[config.mk]
export PLATFORM = sky130hd
export DESIGN_NAME = rx_bit_timer
export DESIGN_NICKNAME = d
export VERILOG_FILES = /design/src/rtl/rx_bit_timer.sv
export SDC_FILE = /design/constraint.sdc
export NUM_CORES = 1
export LEC_CHECK = 0
export ABC_CLOCK_PERIOD_IN_PS = 2800
export CORE_ASPECT_RATIO = 0.6
export CORE_MARGIN = 3
export CORE_UTILIZATION = 31
export DETAILED_ROUTE_END_ITERATION = 16
export PLACE_DENSITY = 0.54
export SYNTH_ARGS = -nofsm -noshare
export SYNTH_HDL_FRONTEND = slang
export SYNTH_SLANG_ARGS = --single-unit
[constraint.sdc]
create_clock -name clk_i -period 2.8 [get_ports clk_i]
set_input_delay 0.28 -clock clk_i [delete_from_list [all_inputs] [get_ports clk_i]]
set_output_delay 0.28 -clock clk_i [all_outputs]
set_load 0.01 [all_outputs]
[src/rtl/rx_bit_timer.sv]
// UART RX bit-timing engine: one sample strobe at the centre of every frame bit,
// with a runtime baud divisor, false-start rejection and a frame-done pulse.
module rx_bit_timer #(
   parameter int unsigned CLKS_PER_BIT = 10417,
   parameter int unsigned DATA_BITS    = 8,
   parameter int unsigned PARITY_EN    = 0,
   parameter int unsigned STOP_BITS    = 1,
   parameter int unsigned CNT_W        = 16
) (
   input  logic             clk_i,
   input  logic             rx_srst_ni,
   input  logic             rx_rst_i,
   input  logic             rx_en_fsm_i,
   input  logic             rx_line_i,
   input  logic [CNT_W-1:0] rx_baud_div_i,
   output logic             rx_sample_tick_o,
   output logic [3:0]       rx_bit_idx_o,
   output logic             rx_frame_done_o,
   output logic             rx_false_start_o,
   output logic             rx_busy_o
);

   localparam int unsigned      FRAME_BITS = 1 + DATA_BITS + PARITY_EN + STOP_BITS;
   localparam logic [CNT_W-1:0] DefDiv     = CNT_W'(CLKS_PER_BIT);
   localparam logic [3:0]       LastIdx    = 4'(FRAME_BITS - 1);

   typedef enum logic [1:0] {StIdle, StStart, StBits, StDone} state_e;

   state_e           state_q;
   logic [CNT_W-1:0] cnt_q;
   logic [CNT_W-1:0] div_q;
   logic [3:0]       idx_q;
   logic             tick_q;
   logic             done_q;
   logic             fs_q;
   logic [CNT_W-1:0] eff_div;
   logic [3:0]       idx_inc;

   // Divisors below 2 cannot produce a half-bit delay, so fall back to the default.
   assign eff_div = (rx_baud_div_i < CNT_W'(2)) ? DefDiv : rx_baud_div_i;
   assign idx_inc = idx_q + 4'd1;

   always_ff @(posedge clk_i) begin
      tick_q <= 1'b0;
      done_q <= 1'b0;
      fs_q   <= 1'b0;
      if (!rx_srst_ni || rx_rst_i) begin
         state_q <= StIdle;
         cnt_q   <= '0;
         idx_q   <= '0;
         div_q   <= DefDiv;
      end else if (!rx_en_fsm_i) begin
         state_q <= StIdle;
         cnt_q   <= '0;
         idx_q   <= '0;
      end else begin
         unique case (state_q)
            StIdle: begin
               div_q   <= eff_div;
               cnt_q   <= (eff_div >> 1) - CNT_W'(1);
               state_q <= StStart;
            end
            StStart: begin
               if (cnt_q == '0) begin
                  if (!rx_line_i) begin
                     tick_q  <= 1'b1;
                     idx_q   <= '0;
                     cnt_q   <= div_q - CNT_W'(1);
                     state_q <= StBits;
                  end else begin
                     fs_q    <= 1'b1;
                     state_q <= StDone;
                  end
               end else begin
                  cnt_q <= cnt_q - CNT_W'(1);
               end
            end
            StBits: begin
               if (cnt_q == '0) begin
                  tick_q <= 1'b1;
                  idx_q  <= idx_inc;
                  cnt_q  <= div_q - CNT_W'(1);
                  if (idx_inc == LastIdx) begin
                     done_q  <= 1'b1;
                     state_q <= StDone;
                  end
               end else begin
                  cnt_q <= cnt_q - CNT_W'(1);
               end
            end
            StDone: begin
               // Parked until enable drops; counter and index frozen.
            end
            default: state_q <= StIdle;
         endcase
      end
   end

   assign rx_sample_tick_o = tick_q;
   assign rx_bit_idx_o     = idx_q;
   assign rx_frame_done_o  = done_q;
   assign rx_false_start_o = fs_q;
   assign rx_busy_o        = (state_q == StStart) || (state_q == StBits);

endmodule

==> out/results.txt <==
The time the final worst path needs with I/O delays and setup came out at 2690 ps. Leaving out fill and tap cells, the most frequent cells in the layout are 51 x buf_4, 41 x dfxtp_1, 36 x nor2_1. The cell count after synthesis came out at 291. Cell internal power was estimated by the tool at 1210 uW. The measured slew at the worst slew-check pin is 592 ps. The post-synthesis sequential element count works out to 41. In this run the vertical extent of the chip is 72.2 um. The max-slew violation count is 0. The clock-pin transition on the worst setup and hold timing paths was 60 ps. For this design the top-level I/O count stands at 29. The switching fraction of total power is 26.9%, and the proportion of power drawn by flip-flops and latches is 37.2%. Global routing used 17.0% of the available tracks. Xor and xnor fraction of the mapped netlist area: 5.04%.

The flow ran to the end, and the final reports show no timing, DRC or antenna violations. The run gives 2 as the depth of the CTS H-tree. The logs give 36.3% for the proportion of synthesized chip area in sequential cells and 0.00688 mm^2 for the core area.

The run gives 0 as the final hold violation count. The repair_antennas step left the layout with diodes totalling 0. The first global-routing pass estimated 11.0 mm of wire. TritonCTS created 5 clock buffers.

The leading area contributor after synthesis was dfxtp_1. The worst min-delay path category was reg2reg. For this block, the routed nets add up to 6.99 mm of wire. The clock tree root driver cell was clkbuf_16. The top cell type by area accounts for 36.3% of the synthesized area. At the end of routability-driven placement, the weighted congestion stood at 0.829. The tools report the max-cap check violation count as 0. The endpoint class of the critical path was a register. Multiplexer cells account for 2.43% of the synthesized area.

After the last flow step, the layout net total stands at 388. For the number of antenna violations at the first check in global routing, the log shows 0. For the number of standard cells in the final layout excluding fillers, the log shows 448. The depth of the worst register-to-register path was 11. Worst setup path startpoint: state_q[0]$_SDFFE_PP0P_. Setup slack on the worst reg-to-reg path comes out at 110 ps. The number of global-route vias before repair is 2,146, and the count of final setup violators is 0.

Data required time of the worst path: 3010 ps. Summing all non-filler instances in the final layout gives an area of 0.00327 mm^2. Across the VDD grid, the largest voltage drop is 0.000217 V. After layout, the worst path uses 96.1% of the clock period. In this run the critical register-to-register path is captured at cnt_q[15]$_SDFFE_PP0P_. The tree built by TritonCTS fans out to 41 sinks. The tools report the relative slew slack as 60.4%. For this run, the top clock speed supported by timing is 0.372 GHz. The later pin in the worst-skew pair is clocked with a latency of 290 ps. The die covers 0.00839 mm^2. Across all layers, the routed design uses 2,302 vias. Before CTS, the worst setup slack after placement is -116 ps. The tools report the first-pass iteration count of the detailed router as 4. The via density per instance came out at 5.14.

After floorplanning, the core was divided into 23 placement rows. Entering global routing, the biggest net connects 32 pins. The synthesized netlist devotes 21.3% of its cell area to compound gates.

In this run the worst path has a maximum fanout of 6. The tools report the synthesized cell area as 0.00226 mm^2. The area growth from synthesis to layout works out to 44.7%. Largest family of logic cells by synthesized area: simple AND/OR/NAND/NOR gates. The clock passes through at most 2 buffers. The clock network accounts for 41.4% of the total power. After legalization and detailed placement, the total HPWL measured 5.43 mm. The number of buffers inserted by port buffering was 28. Standby leakage power: 0.00125 uW.

TritonCTS built the clock tree. Ranked by total cell area, the synthesized netlist is headed by dfxtp_1 36%, a21oi_1 7.7%, nor2_1 6.0%. The synthesized netlist devotes 26.1% of its cell area to simple gates.

After global routing the overflow that remains totals 0. Once layout is complete, the utilization of the core stands at 47.6%. The number of placed instances, taps included, is 436. Following the worst setup path forward leads to its endpoint at cnt_q[15]$_SDFFE_PP0P_. For the total net switching power, the log shows 448 uW. The critical path in this run is classified as reg2reg. In this run the critical register-to-register path is launched from state_q[0]$_SDFFE_PP0P_. Counting every net in the synthesized netlist gives 319.

The detail route stage leaves a number of antenna-violating nets equal to 0. The logs give 0 for the number of warning messages in the yosys log and 2900 ps for the data arrival time of the critical path. A synthesized cell averages 7.77 um^2. The logs give 110 ps for the worst setup margin and 21.4% for the fraction of power consumed by combinational cells. The completed layout was analyzed and its total power is 1660 uW.

Of the cells placed in the final design, the portion with a size suffix greater than 1 is 24.4%. The setup skew after layout is 4.43 ps. The run gives 41 as the number of distinct standard cells referenced by the synthesized netlist.

Dividing total power by cell area gives a power density of 508 mW/mm^2. After detailed routing, the number of remaining DRC violations is 0. X dimension of the die: 116 um. The first routing iteration left 99 violations. The average wire per cell in the routed design is 15.6 um. The worst setup path is launched from a register. After Yosys synthesis, full adders, half adders and majority gates account for 3.87% of the synthesized area. The library cell used most frequently in the layout, excluding fill and tap cells, is buf_4. The tools report the post-detailed-placement cell area as 0.00299 mm^2. Once the floorplan was initialized, standard cells occupied 32.9% of the core. Setup repair after global routing could not meet its margin everywhere.
-- cells in the mapped netlist --
| library cell | number |
|---|---|
| o21ai_0 | 12 |
| nor2_1 | 36 |
| and3_1 | 1 |
| a211oi_1 | 15 |
| dfxtp_1 | 41 |
| nand4_1 | 1 |
| and4_4 | 1 |
| or3_1 | 4 |
| and4_1 | 1 |
| o311ai_0 | 1 |
| o21bai_1 | 1 |
| nand2_1 | 34 |
| o22ai_1 | 1 |
| nor4_1 | 8 |
| o2111ai_1 | 1 |
| clkinv_1 | 1 |
| buf_2 | 5 |
| ha_1 | 7 |
| a31oi_1 | 6 |
| mux2_2 | 4 |
| a311oi_1 | 1 |
| nand4b_1 | 1 |
| buf_6 | 1 |
| and2_1 | 1 |
| nor2b_1 | 2 |
| or4_1 | 2 |
| xnor2_1 | 11 |
| nand2b_1 | 1 |
| or2_2 | 3 |
| mux2i_1 | 1 |
| o211ai_1 | 2 |
| a31o_2 | 1 |
| clkbuf_1 | 13 |
| nand3_1 | 8 |
| a211oi_2 | 2 |
| o21a_1 | 1 |
| inv_1 | 6 |
| nor3_1 | 14 |
| nor4_4 | 2 |
| a21oi_1 | 35 |
| xor2_1 | 2 |
-- metal layers --
layer	global-route usage (%)	routed length (um)	vias to the layer above
met2	22.6	2700	53
met1	26.0	3690	1067
met3	5.75	530	6
met4	4.25	64	0
li1	-	-	1176
met5	0	0	-
-- logic make-up after synthesis --
logic type | after synthesis
fa+ha+maj | 7
xor+xnor | 13
compound gates | 79
buf+inv | 26
flops | 41
mux | 5
simple gates | 120
-- area by class of cell --
class,instances,area [um^2]
fillers,667,3610
clock buffers,6,139
clock inverters,2,37.5
repair buffers,81,703
flip-flops and latches,41,821
inverters,7,30.0
multi-input cells,224,1430
well taps,87,109
-- sequential cells by signal, summed over array words and instances (netlist names) --
register	count
div_q	16
rx_frame_done_o	1
rx_bit_idx_o	4
rx_false_start_o	1
rx_sample_tick_o	1
state_q	2
cnt_q	16
-- critical path: stages, from the launching register on --
cell and delay (ps):
dfxtp_1 330, inv_1 80, ha_4 320, mux2_2 370
a31oi_4 180, buf_4 140, nand2_1 110, or3_4 370
buf_12 140, nor4_4 260, xnor2_1 110, a211oi_2 200
-- per-stage QoR --
stage               setup TNS [ps]  hold slack, ps
finish                           0             468
global route                 -85.8             487
CTS                              0             466
detailed placement            -277             453
global placement              -326             449
floorplan                        0             398
-- power groups by stage --
stage	clock network [uW]	logic, uW	registers, uW
2_1_floorplan	0	179	624
3_3_place_gp	0	326	628
3_5_place_dp	0	327	628
4_1_cts	703	330	616
5_1_grt	720	391	620
6_report	688	356	618
-- worst min path at each step --
stage | endpoint | cells past startpoint | slack, ps | startpoint
floorplan | rx_false_start_o$_SDFF_PP0_ | 2 | 400 | rx_line_i
finish | div_q[14]$_SDFFE_PP0P_ | 2 | 470 | div_q[14]$_SDFFE_PP0P_
detailed placement | div_q[14]$_SDFFE_PP0P_ | 2 | 450 | div_q[14]$_SDFFE_PP0P_
CTS | div_q[14]$_SDFFE_PP0P_ | 2 | 470 | div_q[14]$_SDFFE_PP0P_
global route | div_q[10]$_SDFFE_PP0P_ | 2 | 490 | div_q[10]$_SDFFE_PP0P_
global placement | div_q[9]$_SDFFE_PP0P_ | 2 | 450 | div_q[9]$_SDFFE_PP0P_
-- repair_timing --
action	in CTS	in global routing
setup endpoints to repair	1	10
buffers inserted	0	4
gates resized for setup	1	14
pin swaps	0	4
hold buffers	0	0
Note: power is estimated with default switching activity, not from simulation.
